**src/rtl/decode_pkg.sv**
```systemverilog
// rtl/decode_pkg.sv - shared MIPS decode constants, control word layout and helpers
// Purpose: opcode/funct/REGIMM-rt constants, branch class enum, control word
//          struct, immediate type and destination register encodings.
// Ports:   none (package).
package decode_pkg;
  localparam logic [5:0] OP_SPECIAL = 6'h00, OP_REGIMM = 6'h01, OP_J    = 6'h02, OP_JAL   = 6'h03;
  localparam logic [5:0] OP_BEQ     = 6'h04, OP_BNE    = 6'h05, OP_BLEZ = 6'h06, OP_BGTZ  = 6'h07;
  localparam logic [5:0] OP_ADDI    = 6'h08, OP_ADDIU  = 6'h09, OP_SLTI = 6'h0a, OP_SLTIU = 6'h0b;
  localparam logic [5:0] OP_ANDI    = 6'h0c, OP_ORI    = 6'h0d, OP_XORI = 6'h0e, OP_LUI   = 6'h0f;
  localparam logic [5:0] OP_LB = 6'h20, OP_LH = 6'h21, OP_LW = 6'h23, OP_LBU = 6'h24, OP_LHU = 6'h25;
  localparam logic [5:0] OP_SB = 6'h28, OP_SH = 6'h29, OP_SW = 6'h2b;

  localparam logic [5:0] FN_SLL  = 6'h00, FN_SRL  = 6'h02, FN_SRA  = 6'h03, FN_SLLV = 6'h04;
  localparam logic [5:0] FN_SRLV = 6'h06, FN_SRAV = 6'h07, FN_JR   = 6'h08, FN_JALR = 6'h09;
  localparam logic [5:0] FN_ADD  = 6'h20, FN_ADDU = 6'h21, FN_SUB  = 6'h22, FN_SUBU = 6'h23;
  localparam logic [5:0] FN_AND  = 6'h24, FN_OR   = 6'h25, FN_XOR  = 6'h26, FN_NOR  = 6'h27;
  localparam logic [5:0] FN_SLT  = 6'h2a, FN_SLTU = 6'h2b;

  localparam logic [4:0] RT_BLTZ = 5'h00, RT_BGEZ = 5'h01, RT_BLTZAL = 5'h10, RT_BGEZAL = 5'h11;

  typedef enum logic [3:0] {
    BR_NONE = 4'd0, BR_BEQ = 4'd1, BR_BNE = 4'd2, BR_BGTZ = 4'd3, BR_BLEZ = 4'd4,
    BR_BLTZ = 4'd5, BR_BGEZ = 4'd6, BR_BLTZAL = 4'd7, BR_BGEZAL = 4'd8,
    BR_J = 4'd9, BR_JAL = 4'd10, BR_JR = 4'd11, BR_JALR = 4'd12
  } br_type_t;

  // Field order fixes the bit positions of the 12-bit control word (MSB first).
  typedef struct packed {
    logic       reg_write;  // [11]
    logic [1:0] strobe;     // [10:9]
    logic       mem_ext;    // [8]  sign-extend load data
    logic       alu_shamt;  // [7]  shift by shamt (consumer swaps in vs for *V shifts)
    logic       alu_imm;    // [6]  ALU B operand is out_imm
    logic [3:0] alu_funct;  // [5:2]
    logic       memtoreg;   // [1]
    logic       memwrite;   // [0]
  } ctrl_t;

  localparam logic [1:0] STB_NONE = 2'b00, STB_BYTE = 2'b01, STB_HALF = 2'b10, STB_WORD = 2'b11;

  localparam logic [3:0] ALU_ADD = 4'd0, ALU_SUB = 4'd1, ALU_AND = 4'd2, ALU_OR  = 4'd3;
  localparam logic [3:0] ALU_XOR = 4'd4, ALU_NOR = 4'd5, ALU_SLT = 4'd6, ALU_SLTU = 4'd7;
  localparam logic [3:0] ALU_SLL = 4'd8, ALU_SRL = 4'd9, ALU_SRA = 4'd10;
  // Result = B operand; used by LUI and by links, where out_imm already holds pc+8.
  localparam logic [3:0] ALU_PASSB = 4'd11;

  localparam logic [1:0] IMM_EXT = 2'b00, IMM_LUI = 2'b01, IMM_BR = 2'b10, IMM_LINK = 2'b11;
  localparam logic [1:0] RD_ZERO = 2'b00, RD_RD = 2'b01, RD_RT = 2'b10, RD_RA = 2'b11;

  function automatic logic [31:0] ext16(input logic [15:0] v, input logic zext);
    return zext ? {16'h0000, v} : {{16{v[15]}}, v};
  endfunction
endpackage

```
**src/rtl/decode_core.sv**
```systemverilog
// rtl/decode_core.sv - combinational MIPS decoder for one (pc, instr) pair
// Purpose: map an instruction to register indices, immediate, control word,
//          branch class and illegal flag.
// Ports:   i_pc, i_instr in; o_rs, o_rt, o_rd, o_shamt, o_shamt_var, o_imm,
//          o_ctrl, o_br_type, o_illegal out.
module decode_core
  import decode_pkg::*;
(
  input  logic [31:0] i_pc,
  input  logic [31:0] i_instr,
  output logic [4:0]  o_rs,
  output logic [4:0]  o_rt,
  output logic [4:0]  o_rd,
  output logic [4:0]  o_shamt,
  output logic        o_shamt_var,
  output logic [31:0] o_imm,
  output logic [11:0] o_ctrl,
  output logic [3:0]  o_br_type,
  output logic        o_illegal
);
  logic [5:0]  w_op, w_fn;
  logic [15:0] w_imm16;
  logic [31:0] w_ext;
  ctrl_t       w_ctrl;
  br_type_t    w_br;
  logic [1:0]  w_imm_type, w_reg_dst;
  logic        w_zext, w_svar, w_ill;

  assign w_op    = i_instr[31:26];
  assign w_fn    = i_instr[5:0];
  assign w_imm16 = i_instr[15:0];
  assign o_rs    = i_instr[25:21];
  assign o_rt    = i_instr[20:16];
  assign o_shamt = i_instr[10:6];

  always_comb begin
    w_ctrl = '0; w_br = BR_NONE; w_imm_type = IMM_EXT; w_reg_dst = RD_ZERO;
    w_zext = 1'b0; w_svar = 1'b0; w_ill = 1'b0;
    case (w_op)
      OP_SPECIAL: begin
        w_reg_dst = RD_RD;
        case (w_fn)
          FN_SLL:  begin w_ctrl.alu_shamt = 1'b1; w_ctrl.alu_funct = ALU_SLL; end
          FN_SRL:  begin w_ctrl.alu_shamt = 1'b1; w_ctrl.alu_funct = ALU_SRL; end
          FN_SRA:  begin w_ctrl.alu_shamt = 1'b1; w_ctrl.alu_funct = ALU_SRA; end
          FN_SLLV: begin w_ctrl.alu_shamt = 1'b1; w_ctrl.alu_funct = ALU_SLL; w_svar = 1'b1; end
          FN_SRLV: begin w_ctrl.alu_shamt = 1'b1; w_ctrl.alu_funct = ALU_SRL; w_svar = 1'b1; end
          FN_SRAV: begin w_ctrl.alu_shamt = 1'b1; w_ctrl.alu_funct = ALU_SRA; w_svar = 1'b1; end
          FN_JR:   begin w_reg_dst = RD_ZERO; w_br = BR_JR; end
          FN_JALR: begin
            w_br = BR_JALR; w_imm_type = IMM_LINK;
            w_ctrl.alu_imm = 1'b1; w_ctrl.alu_funct = ALU_PASSB;
          end
          FN_ADD, FN_ADDU: w_ctrl.alu_funct = ALU_ADD;
          FN_SUB, FN_SUBU: w_ctrl.alu_funct = ALU_SUB;
          FN_AND:  w_ctrl.alu_funct = ALU_AND;
          FN_OR:   w_ctrl.alu_funct = ALU_OR;
          FN_XOR:  w_ctrl.alu_funct = ALU_XOR;
          FN_NOR:  w_ctrl.alu_funct = ALU_NOR;
          FN_SLT:  w_ctrl.alu_funct = ALU_SLT;
          FN_SLTU: w_ctrl.alu_funct = ALU_SLTU;
          default: w_ill = 1'b1;
        endcase
      end
      OP_REGIMM: begin
        w_imm_type = IMM_BR;
        case (o_rt)
          RT_BLTZ:   w_br = BR_BLTZ;
          RT_BGEZ:   w_br = BR_BGEZ;
          RT_BLTZAL: w_br = BR_BLTZAL;
          RT_BGEZAL: w_br = BR_BGEZAL;
          default:   w_ill = 1'b1;
        endcase
        if (o_rt == RT_BLTZAL || o_rt == RT_BGEZAL) begin
          w_imm_type = IMM_LINK; w_reg_dst = RD_RA;
          w_ctrl.alu_imm = 1'b1; w_ctrl.alu_funct = ALU_PASSB;
        end
      end
      OP_J:   w_br = BR_J;
      OP_JAL: begin
        w_br = BR_JAL; w_imm_type = IMM_LINK; w_reg_dst = RD_RA;
        w_ctrl.alu_imm = 1'b1; w_ctrl.alu_funct = ALU_PASSB;
      end
      OP_BEQ:  begin w_br = BR_BEQ;  w_imm_type = IMM_BR; end
      OP_BNE:  begin w_br = BR_BNE;  w_imm_type = IMM_BR; end
      OP_BLEZ: begin w_br = BR_BLEZ; w_imm_type = IMM_BR; end
      OP_BGTZ: begin w_br = BR_BGTZ; w_imm_type = IMM_BR; end
      OP_ADDI, OP_ADDIU, OP_SLTI, OP_SLTIU, OP_ANDI, OP_ORI, OP_XORI, OP_LUI: begin
        w_reg_dst = RD_RT; w_ctrl.alu_imm = 1'b1;
        case (w_op)
          OP_SLTI:  w_ctrl.alu_funct = ALU_SLT;
          OP_SLTIU: w_ctrl.alu_funct = ALU_SLTU;
          OP_ANDI:  begin w_ctrl.alu_funct = ALU_AND; w_zext = 1'b1; end
          OP_ORI:   begin w_ctrl.alu_funct = ALU_OR;  w_zext = 1'b1; end
          OP_XORI:  begin w_ctrl.alu_funct = ALU_XOR; w_zext = 1'b1; end
          OP_LUI:   begin w_ctrl.alu_funct = ALU_PASSB; w_imm_type = IMM_LUI; end
          default:  w_ctrl.alu_funct = ALU_ADD;
        endcase
      end
      OP_LB, OP_LH, OP_LW, OP_LBU, OP_LHU: begin
        w_reg_dst = RD_RT; w_ctrl.alu_imm = 1'b1; w_ctrl.memtoreg = 1'b1;
        w_ctrl.mem_ext = (w_op == OP_LB) || (w_op == OP_LH);
        w_ctrl.strobe  = (w_op == OP_LW) ? STB_WORD :
                         (w_op == OP_LH || w_op == OP_LHU) ? STB_HALF : STB_BYTE;
      end
      OP_SB, OP_SH, OP_SW: begin
        w_ctrl.alu_imm = 1'b1; w_ctrl.memwrite = 1'b1;
        w_ctrl.strobe  = (w_op == OP_SW) ? STB_WORD : (w_op == OP_SH) ? STB_HALF : STB_BYTE;
      end
      default: w_ill = 1'b1;
    endcase
    // Unsupported encodings decode to a harmless bubble.
    if (w_ill) begin
      w_ctrl = '0; w_br = BR_NONE; w_imm_type = IMM_EXT; w_reg_dst = RD_ZERO;
      w_zext = 1'b0; w_svar = 1'b0;
    end
    w_ctrl.reg_write = (w_reg_dst != RD_ZERO);
    if (w_ctrl.strobe == STB_NONE) w_ctrl.mem_ext = 1'b0;
  end

  assign w_ext = ext16(w_imm16, w_zext);

  always_comb begin
    case (w_imm_type)
      IMM_LUI:  o_imm = {w_imm16, 16'h0000};
      IMM_BR:   o_imm = {w_ext[29:0], 2'b00};
      IMM_LINK: o_imm = i_pc + 32'd8;
      default:  o_imm = w_ext;
    endcase
    case (w_reg_dst)
      RD_RD:   o_rd = i_instr[15:11];
      RD_RT:   o_rd = o_rt;
      RD_RA:   o_rd = 5'd31;
      default: o_rd = 5'd0;
    endcase
  end

  assign o_shamt_var = w_svar;
  assign o_ctrl      = w_ctrl;
  assign o_br_type   = w_br;
  assign o_illegal   = w_ill;
endmodule

```
**src/rtl/decode_queue.sv**
```systemverilog
// rtl/decode_queue.sv - instruction queue presenting a fully decoded head entry
// Purpose: circular buffer of DEPTH (pc, instr) entries between fetch and issue,
//          with single-cycle flush; head is decoded by decode_core.
// Ports:   clk, reset (sync, active-high), flush; in_valid/in_ready/in_pc/in_instr
//          from fetch; out_valid/out_ready and decoded out_* fields to issue; count.
// Option:  DECODE_QUEUE_BYPASS_EN - present an entry arriving at an empty queue
//          in the same cycle.
module decode_queue
  import decode_pkg::*;
#(
  parameter int DEPTH = 4
) (
  input  logic                     clk,
  input  logic                     reset,
  input  logic                     flush,
  input  logic                     in_valid,
  output logic                     in_ready,
  input  logic [31:0]              in_pc,
  input  logic [31:0]              in_instr,
  output logic                     out_valid,
  input  logic                     out_ready,
  output logic [31:0]              out_pc,
  output logic [4:0]               out_rs,
  output logic [4:0]               out_rt,
  output logic [4:0]               out_rd,
  output logic [4:0]               out_shamt,
  output logic                     out_shamt_var,
  output logic [31:0]              out_imm,
  output logic [11:0]              out_ctrl,
  output logic [3:0]               out_br_type,
  output logic                     out_illegal,
  output logic [$clog2(DEPTH):0]   count
);
  localparam int AW = $clog2(DEPTH);

  logic [31:0]   r_pc    [DEPTH];
  logic [31:0]   r_instr [DEPTH];
  logic [AW-1:0] r_wp, r_rp;
  logic [AW:0]   r_count;

  logic        w_empty, w_full, w_bypass, w_push, w_pop, w_wr, w_rd;
  logic [31:0] w_head_pc, w_head_instr;

  assign w_empty = (r_count == '0);
  assign w_full  = (r_count == (AW+1)'(DEPTH));

`ifdef DECODE_QUEUE_BYPASS_EN
  assign w_bypass = w_empty & in_valid & ~flush;
`else
  assign w_bypass = 1'b0;
`endif

  assign out_valid = ~flush & (~w_empty | w_bypass);
  assign in_ready  = ~flush & (~w_full | out_ready);
  assign w_push    = in_valid & in_ready;
  assign w_pop     = out_valid & out_ready;
  // A bypassed entry taken the same cycle never touches storage.
  assign w_wr      = w_push & ~(w_bypass & out_ready);
  assign w_rd      = w_pop & ~w_bypass;

  always_ff @(posedge clk) begin
    if (reset || flush) begin
      r_wp    <= '0;
      r_rp    <= '0;
      r_count <= '0;
    end else begin
      if (w_wr) r_wp <= r_wp + 1'b1;
      if (w_rd) r_rp <= r_rp + 1'b1;
      case ({w_wr, w_rd})
        2'b10:   r_count <= r_count + 1'b1;
        2'b01:   r_count <= r_count - 1'b1;
        default: r_count <= r_count;
      endcase
    end
  end

  always_ff @(posedge clk) begin
    if (w_wr) begin
      r_pc[r_wp]    <= in_pc;
      r_instr[r_wp] <= in_instr;
    end
  end

  assign w_head_pc    = w_bypass ? in_pc    : r_pc[r_rp];
  assign w_head_instr = w_bypass ? in_instr : r_instr[r_rp];
  assign out_pc       = w_head_pc;
  assign count        = r_count;

  decode_core u_decode_core (
    .i_pc        (w_head_pc),
    .i_instr     (w_head_instr),
    .o_rs        (out_rs),
    .o_rt        (out_rt),
    .o_rd        (out_rd),
    .o_shamt     (out_shamt),
    .o_shamt_var (out_shamt_var),
    .o_imm       (out_imm),
    .o_ctrl      (out_ctrl),
    .o_br_type   (out_br_type),
    .o_illegal   (out_illegal)
  );
endmodule

```
**config.mk**
```make
export PLATFORM = sky130hd
export DESIGN_NAME = decode_queue
export DESIGN_NICKNAME = d
export VERILOG_FILES = /design/src/rtl/decode_pkg.sv /design/src/rtl/decode_core.sv /design/src/rtl/decode_queue.sv
export SDC_FILE = /design/constraint.sdc
export NUM_CORES = 1
export LEC_CHECK = 0
export BUFFER_PORTS_ARGS = -buffer_cell sky130_fd_sc_hd__buf_2
export CORE_AREA = 2 2 196 198
export CTS_CLUSTER_DIAMETER = 80
export DETAILED_ROUTE_END_ITERATION = 16
export DIE_AREA = 0 0 198 200
export GPL_TIMING_DRIVEN = 0
export PLACE_DENSITY = 0.49
export SLEW_MARGIN = 20
export SYNTH_ARGS = -nofsm -noshare
export SYNTH_HDL_FRONTEND = slang
export SYNTH_SLANG_ARGS = --single-unit
```
**constraint.sdc**
```tcl
create_clock -name clk -period 7.4 [get_ports clk]
set_input_delay 1.48 -clock clk [delete_from_list [all_inputs] [get_ports clk]]
set_output_delay 1.48 -clock clk [all_outputs]
set_load 0.05 [all_outputs]
```
==> summary.md, run 1 <==
| Metric | Value |
|---|---|
| Final period util | `roughly four fifths` |
| Synth Area per Inst | `between 15 and 20 um2` |
| Worst-Margin Slew | `~0.83 ns` |
| CP Class | `reg2out` |
| Post-synth EDFFs | `256` |
| Max-cap viol count | `0` |
| Slowest cell delay on critical path | `0.69 ns` |
| Post-synthesis sequential area ratio | `between 60% and 70%` |
| Bufs and invs on worst path | `7` |
| DRC | `0` |
| Distinct cells, synth | `60` |
| Top_reg_cell synth | `edfxtp_1` |
| Worst setup slack after placement | `between 1.5 and 2 ns` |
| Final Hold Viols | `0` |
| TritonCTS Buffers | `30` |
| Worst Path Max Fanout | `10` |
| FF-to-FF path depth | `10` |
| Initial drt markers | `439` |
| RSZ-0062 raised after global routing | `false` |
| Max-slew violation count | `0` |
| Async set-reset flop share out of synthesis | `0%` |
| Vias in the first global route | `between 7k and 8k` |
| Final instance area | `roughly 14000 um2` |
| Share of layout cells above drive strength 1 | `a little over a third` |
| Die width | `198 um` |
| CP cell instances | `buf_2 > buf_4 > buf_4 > buf_2 > clkbuf_1 > clkbuf_1 > mux4_2 > mux2i_1 > o21ai_0 > buf_2` |
| Tot GR Track Use | `between 15 and 20%` |
| Area leader, netlist | `edfxtp_1` |
| Worst Path Arrival | `4.41 ns` |
| Hold Startpoint | `r_rp[1]$_SDFFE_PP0P_` |
| Initial antenna violation count | `3` |
| First-pass GRT wire length | `about 47000 um` |
| Setup TNS Final | `0 ns` |
| Clk_lat worst skew | `about 0.56 ns` |
| Status | `complete, no violations` |
| Syn-to-layout area delta | `23.06%` |
| Hpwl dp | `22880 um` |
| Htree depth | `1` |
| Cell Pwr Density | `245.7 nW/um2` |
| Static Leak | `slightly below 5 nW` |
| Pin count of the biggest net entering global routing | `between 40 and 50` |
| # setup viols final | `0` |
| Startpoint Class | `flip-flop` |
| Starting density of the core | `a little under a third` |
| Port Buf Inserts | `175` |
| Max Clock Skew | `0.01130 ns` |
| Commonest cells after routing, fill and taps aside | `edfxtp_1, buf_2, mux4_2` |
| Full die area | `39600 um2` |
| Post-CTS sizing | `0` |
| WHS Path Cells | `2` |
| CP top delay family | `buffers and inverters` |
| GR Overflow Total | `0` |
| ANT nets after route | `0` |
| CTS tree | `done` |
| Commonest non-fill, non-tap cell in the layout | `edfxtp_1` |
| Antenna cells | `0` |
| CP max-delay cell | `clkbuf_1` |
| Maximum clock path buffer count | `3` |
| Placed inst area | `around 13000 um2` |
| Cell repeated most along the worst path | `buf_2` |
| Setup Fix Bufs, Post-CTS | `0` |
| Routed WL | `between 30000 and 40000 um` |
| DR vias/cell | `4.967` |
| Synthesized instance count | `between 600 and 700` |
| Synth warnings | `0` |
| Detailed-route via count | `around 7k` |
| Number of nets in the layout | `951` |
| Detailed-router iteration count before antenna repair | `5` |
| PnR worst setup slack | `about 1.5 ns` |
| Worst-path clk slew | `0.06 ns` |
| R2r setup slk | `about 5 ns` |
| Worst path required time | `between 5 and 6 ns` |
| Die Ht | `~200 um` |
| Min-delay worst type | `reg2reg` |
| Row count | `71` |
| Critical path capture point type | `output port` |
| Top-level port count | `between 150 and 200` |
| Peak supply drop | `0.1908 mV` |
| RePlAce Congestion | `~0.84` |
| CTS Root Cell | `clkbuf_16` |
| Total clock sinks | `265` |
| Clock period minus worst slack | `5.893 ns` |
| FF-to-FF Start | `count[0]$_SDFFE_PP0P_` |
| FMAX | `0.1697 GHz` |
| Synthesized area | `roughly 12000 um2` |
| Post-CTS Hold Buffers | `0` |
| Top cells by area, synth | `edfxtp_1, mux4_2, dfxtp_1` |
| Worst r2r dst | `count[2]$_SDFFE_PP0P_` |
| Post-synth net total | `740` |
| Yosys reg bits | `265` |
| Average routed wire per standard cell | `around 23 um` |
| Core footprint | `roughly 37000 um2` |
| Post-synth top area share | `between 60% and 70%` |
| Slew HR | `44.45%` |
[worst register-to-register path: stages, from the launching register on]
cell     delay (ns)
dfxtp_1        0.36
nor4b_1        0.31
nor2_1         0.15
and2_1         0.23
inv_1          0.07
ha_1           0.18
inv_1          0.06
fa_1           0.38
xor2_1         0.15
or3_1          0.30
a21oi_1        0.13
[metal layers]
layer / GRT usage [%] / up-vias / share of wire, %
li1: - / 3163 / -
met1: 21.72 / 3595 / 44
met2: 26.64 / 188 / 48
met3: 3.142 / 52 / 6.0
met4: 4.233 / 6 / 2.2
met5: 0 / - / 0.11
[cells by family after synthesis]
group                      after synthesis  share of synthesized area [%]
adders and majority gates                7                         0.8246
DFF                                    265                          68.22
xor gates and xnor gates                32                          2.430
buffers and inverters                   46                          2.061
AOI/OAI and AO/OA                       85                          5.685
and+or+nand+nor                        151                          7.063
muxes                                   78                          13.71
[cells in the mapped netlist, types with 5 or more instances]
master	count
clkbuf_1	15
nand4_1	11
buf_2	7
edfxtp_1	256
o221a_2	5
dfxtp_1	9
nand2_1	34
a21oi_1	10
o21ai_0	13
buf_6	6
o211ai_1	5
mux2i_1	14
nor2b_1	9
mux4_2	64
a221o_1	15
nand3_1	12
nor4_1	6
or2_2	5
o22ai_1	11
xnor2_1	18
nor3_1	9
nor2_1	28
xor2_1	14
and3_1	9
inv_1	14
and2_1	7
ha_1	6
[flip-flops by register name, summed over array words and instances (netlist names), named ones only]
signal   flops
count        3
r_instr    128
r_pc       128
r_rp         2
r_wp         2
[how the worst max path moves through the flow]
| stage | start | endpoint | slack [ns] | depth (start not counted) |
|---|---|---|---|---|
| 2_1_floorplan | flip-flop | out_imm[15] | 2.36 | 9 |
| 3_3_place_gp | flip-flop | out_imm[15] | 1.87 | 10 |
| 3_5_place_dp | flip-flop | out_imm[15] | 1.90 | 10 |
| 4_1_cts | flip-flop | out_imm[15] | 1.31 | 10 |
| 5_1_grt | flip-flop | out_imm[15] | 1.23 | 10 |
| 6_report | flip-flop | out_imm[15] | 1.51 | 10 |
[metrics by stage]
stage          power (W)  util (%)  hold slack (ns)  instances
6_report        0.003486     37.94           0.5249       1410
5_1_grt         0.003606     37.94           0.5696       1410
4_1_cts         0.003534     37.94           0.5336       1410
3_5_place_dp    0.002002     35.19           0.5146       1354
3_3_place_gp    0.002000     34.89           0.5130       1350
2_1_floorplan   0.001895         -           0.4847        664
[where the power goes]
part           switching (W)  internal [W]  leakage (nW)
Clock               0.000598      0.000920         0.487
Combinational       0.000217     0.0000789          1.99
Sequential        0.00000495       0.00167          2.40
Total               0.000819       0.00267          4.88
[layout make-up]
type | instances | area [um2]
inverter | 14 | 52.55
timing repair buffer | 179 | 970.9
fill | 3553 | 23210
multi-input combinational | 353 | 3447
sequential | 265 | 7868
clock buffer | 33 | 762.0
tap | 511 | 639.4
clock inverter | 23 | 266.5
buffer | 32 | 185.2
Note: power is estimated with default switching activity, not from simulation.
==> run 2, diff against run 1 <==
- PLACE_DENSITY: 0.49 -> 0.51
- clock period: 7.4 -> 4.75 ns (I/O delays scaled with it)
==> run 2 against run 1 <==
  * Via count up 0.36%
  * Cell count up 1.1%
  * Clock skew about the same
  * Critical path type unchanged
  * Register-to-register slack worse by 2.6 ns
  * Highest routed layer is now met4
  * Clock power up 44%
  * Core utilization up 0.94 points
  * Sequential power up 56%
  * Non-clock buffer count up 19
  * Combinational power up 64%
  * First-iteration DRC count up 14%
  * Critical path depth up 1
==> summary.md, run 2 (synthesis results as in run 1) <==
| Metric | Value |
|---|---|
| Initial drt markers | `~500` |
| Starting density of the core | `between 30% and 40%` |
| CP max-delay cell | `mux4_2` |
| Row count | `just over 70` |
| Final period util | `97.53%` |
| Vias in the first global route | `6998` |
| Cell Pwr Density | `about 360 nW/um2` |
| Top-level port count | `approximately 180` |
| # setup viols final | `0` |
| Final instance area | `about 15000 um2` |
| Max-cap viol count | `0` |
| Average routed wire per standard cell | `22.42 um` |
| Syn-to-layout area delta | `26.11%` |
| FMAX | `between 0.2 and 0.25 GHz` |
| Maximum clock path buffer count | `3` |
| First-pass GRT wire length | `roughly 46000 um` |
| CP top delay family | `buffers and inverters` |
| Final core utilization | `between 30% and 40%` |
| Worst-Margin Slew | `0.5518 ns` |
| Full die area | `between 30000 and 40000 um2` |
| Initial antenna violation count | `0` |
| Placed inst area | `between 10000 and 15000 um2` |
| CP Class | `reg2out` |
| Worst path required time | `3.80 ns` |
| Tot GR Track Use | `about 16%` |
| Max-slew violation count | `0` |
| Port Buf Inserts | `roughly 180` |
| Worst Path Max Fanout | `10` |
| GR Util met1 | `between 20% and 30%` |
| Hpwl dp | `around 23000 um` |
| GRT met3 Usage | `a little over 4%` |
| Hold_ws | `between 0.5 and 0.6 ns` |
| Number of nets in the layout | `about 970` |
| Routed WL | `roughly 32000 um` |
| Grt met2 use | `approximately a quarter` |
| Post-CTS Hold Buffers | `0` |
| GR Overflow Total | `0` |
| Bufs and invs on worst path | `5` |
| Core footprint | `between 30000 and 40000 um2` |
| Total power draw | `about 0.0053 W` |
| CTS tree | `done` |
| Commonest cells after routing, fill and taps aside | `edfxtp_1, buf_2, mux4_2` |
| Peak supply drop | `~0.24 mV` |
| Commonest non-fill, non-tap cell in the layout | `edfxtp_1` |
| TritonCTS Buffers | `28` |
| Max Clock Skew | `~0.011 ns` |
| GR peak layer | `met2` |
| DR vias/cell | `about 4.9` |
| Status | `complete, no violations` |
| Startpoint Class | `flip-flop` |
| Static Leak | `~5 nW` |
| Htree depth | `1` |
| Detailed-router iteration count before antenna repair | `7` |
| Share of layout cells above drive strength 1 | `just over 40%` |
| CP cell instances | `buf_12 > buf_12 > mux4_2 > or3_4 > and3_1 > a211o_1 > buf_6 > buf_6 > mux2i_1 > o22ai_2 > buf_4` |
| Worst-path clk slew | `roughly 0.070 ns` |
| Detailed-route via count | `7029` |
| Slowest cell delay on critical path | `approximately 0.60 ns` |
| DRC | `0` |
| CTS Root Cell | `clkbuf_16` |
| ANT nets after route | `0` |
| Clk_lat worst skew | `around 0.55 ns` |
| Worst Path Arrival | `roughly 3.7 ns` |
| Critical path capture point type | `output port` |
| Die width | `between 150 and 200 um` |
| Pin count of the biggest net entering global routing | `41` |
| Antenna cells | `0` |
| Slew HR | `a little over three fifths` |
| Total clock sinks | `265` |
| Die Ht | `about 200 um` |
| RePlAce Congestion | `approximately 0.86` |
| Min-delay worst type | `reg2reg` |
| Clock period minus worst slack | `between 4 and 5 ns` |
| Final Hold Viols | `0` |
-- run 2: cell types whose count changed in the layout (fill, tap and decap cells not counted), sizes merged --
cell	change
clkinv	+1
clkinvlp	-3
clkbuf	+3
bufinv	-1
buf	+17
inv	-2
-- run 2: what timing repair did --
item	4_1_cts	5_1_grt
gates cloned	0	0
resized for setup	56	18
endpoints found under the setup margin	42	35
pin swaps	4	2
buffers inserted	11	9
-- run 2: where the power goes --
group	total [W]	switching [W]	leakage [nW]	internal, W
Combinational	0.000485	0.000346	2.19	0.000139
Sequential	0.00261	0.00000767	2.40	0.00260
Clock	0.00219	0.000892	0.447	0.00130
Total	0.00528	0.00125	5.03	0.00404
-- run 2: worst register-to-register path: stages (launching register included) --
cell	delay [ns]
dfxtp_1	0.35
nor4b_1	0.30
nor2_1	0.15
and2_1	0.22
inv_1	0.07
ha_1	0.17
inv_1	0.06
fa_1	0.38
xor2_1	0.16
or3_1	0.30
a21oi_1	0.14
-- run 2: final timing paths --
| check | startpoint | endpoint | slack [ns] | cells after the start |
|---|---|---|---|---|
| worst max-delay path | flip-flop | out_imm[14] | 0.12 | 11 |
| worst min-delay path | count[2]$_SDFFE_PP0P_ | count[2]$_SDFFE_PP0P_ | 0.53 | 2 |
| worst max register to register | count[0]$_SDFFE_PP0P_ | count[2]$_SDFFE_PP0P_ | 2.37 | 10 |
| worst min register to register | count[2]$_SDFFE_PP0P_ | count[2]$_SDFFE_PP0P_ | 0.53 | 2 |
-- run 2: metrics by stage --
stage	setup WS [ns]	setup TNS, ns	std cells
5_1_grt	-0.004278	-0.004278	1425
3_5_place_dp	-0.3770	-1.941	1354
3_3_place_gp	-0.3398	-28.80	1350
4_1_cts	0.007724	0	1416
6_report	0.1175	0	1425
2_1_floorplan	0.2376	0	664
-- run 2: layout make-up --
class | instances | area, um2
multi-input cells | 353 | 3618
clock inverters | 18 | 200.2
repair buffers | 199 | 1199
clock buffers | 34 | 723.2
plain buffers | 31 | 244.0
well taps | 511 | 639.4
flip-flops and latches | 265 | 7868
inverters | 14 | 52.55
fillers | 3525 | 22860
-- run 2: layer usage --
metal	routed length [um]	share of wire [%]	vias up
met5	0	0	-
met4	594	1.9	0
met3	2131	6.7	33
met2	15100	47	207
met1	14120	44	3605
li1	-	-	3184
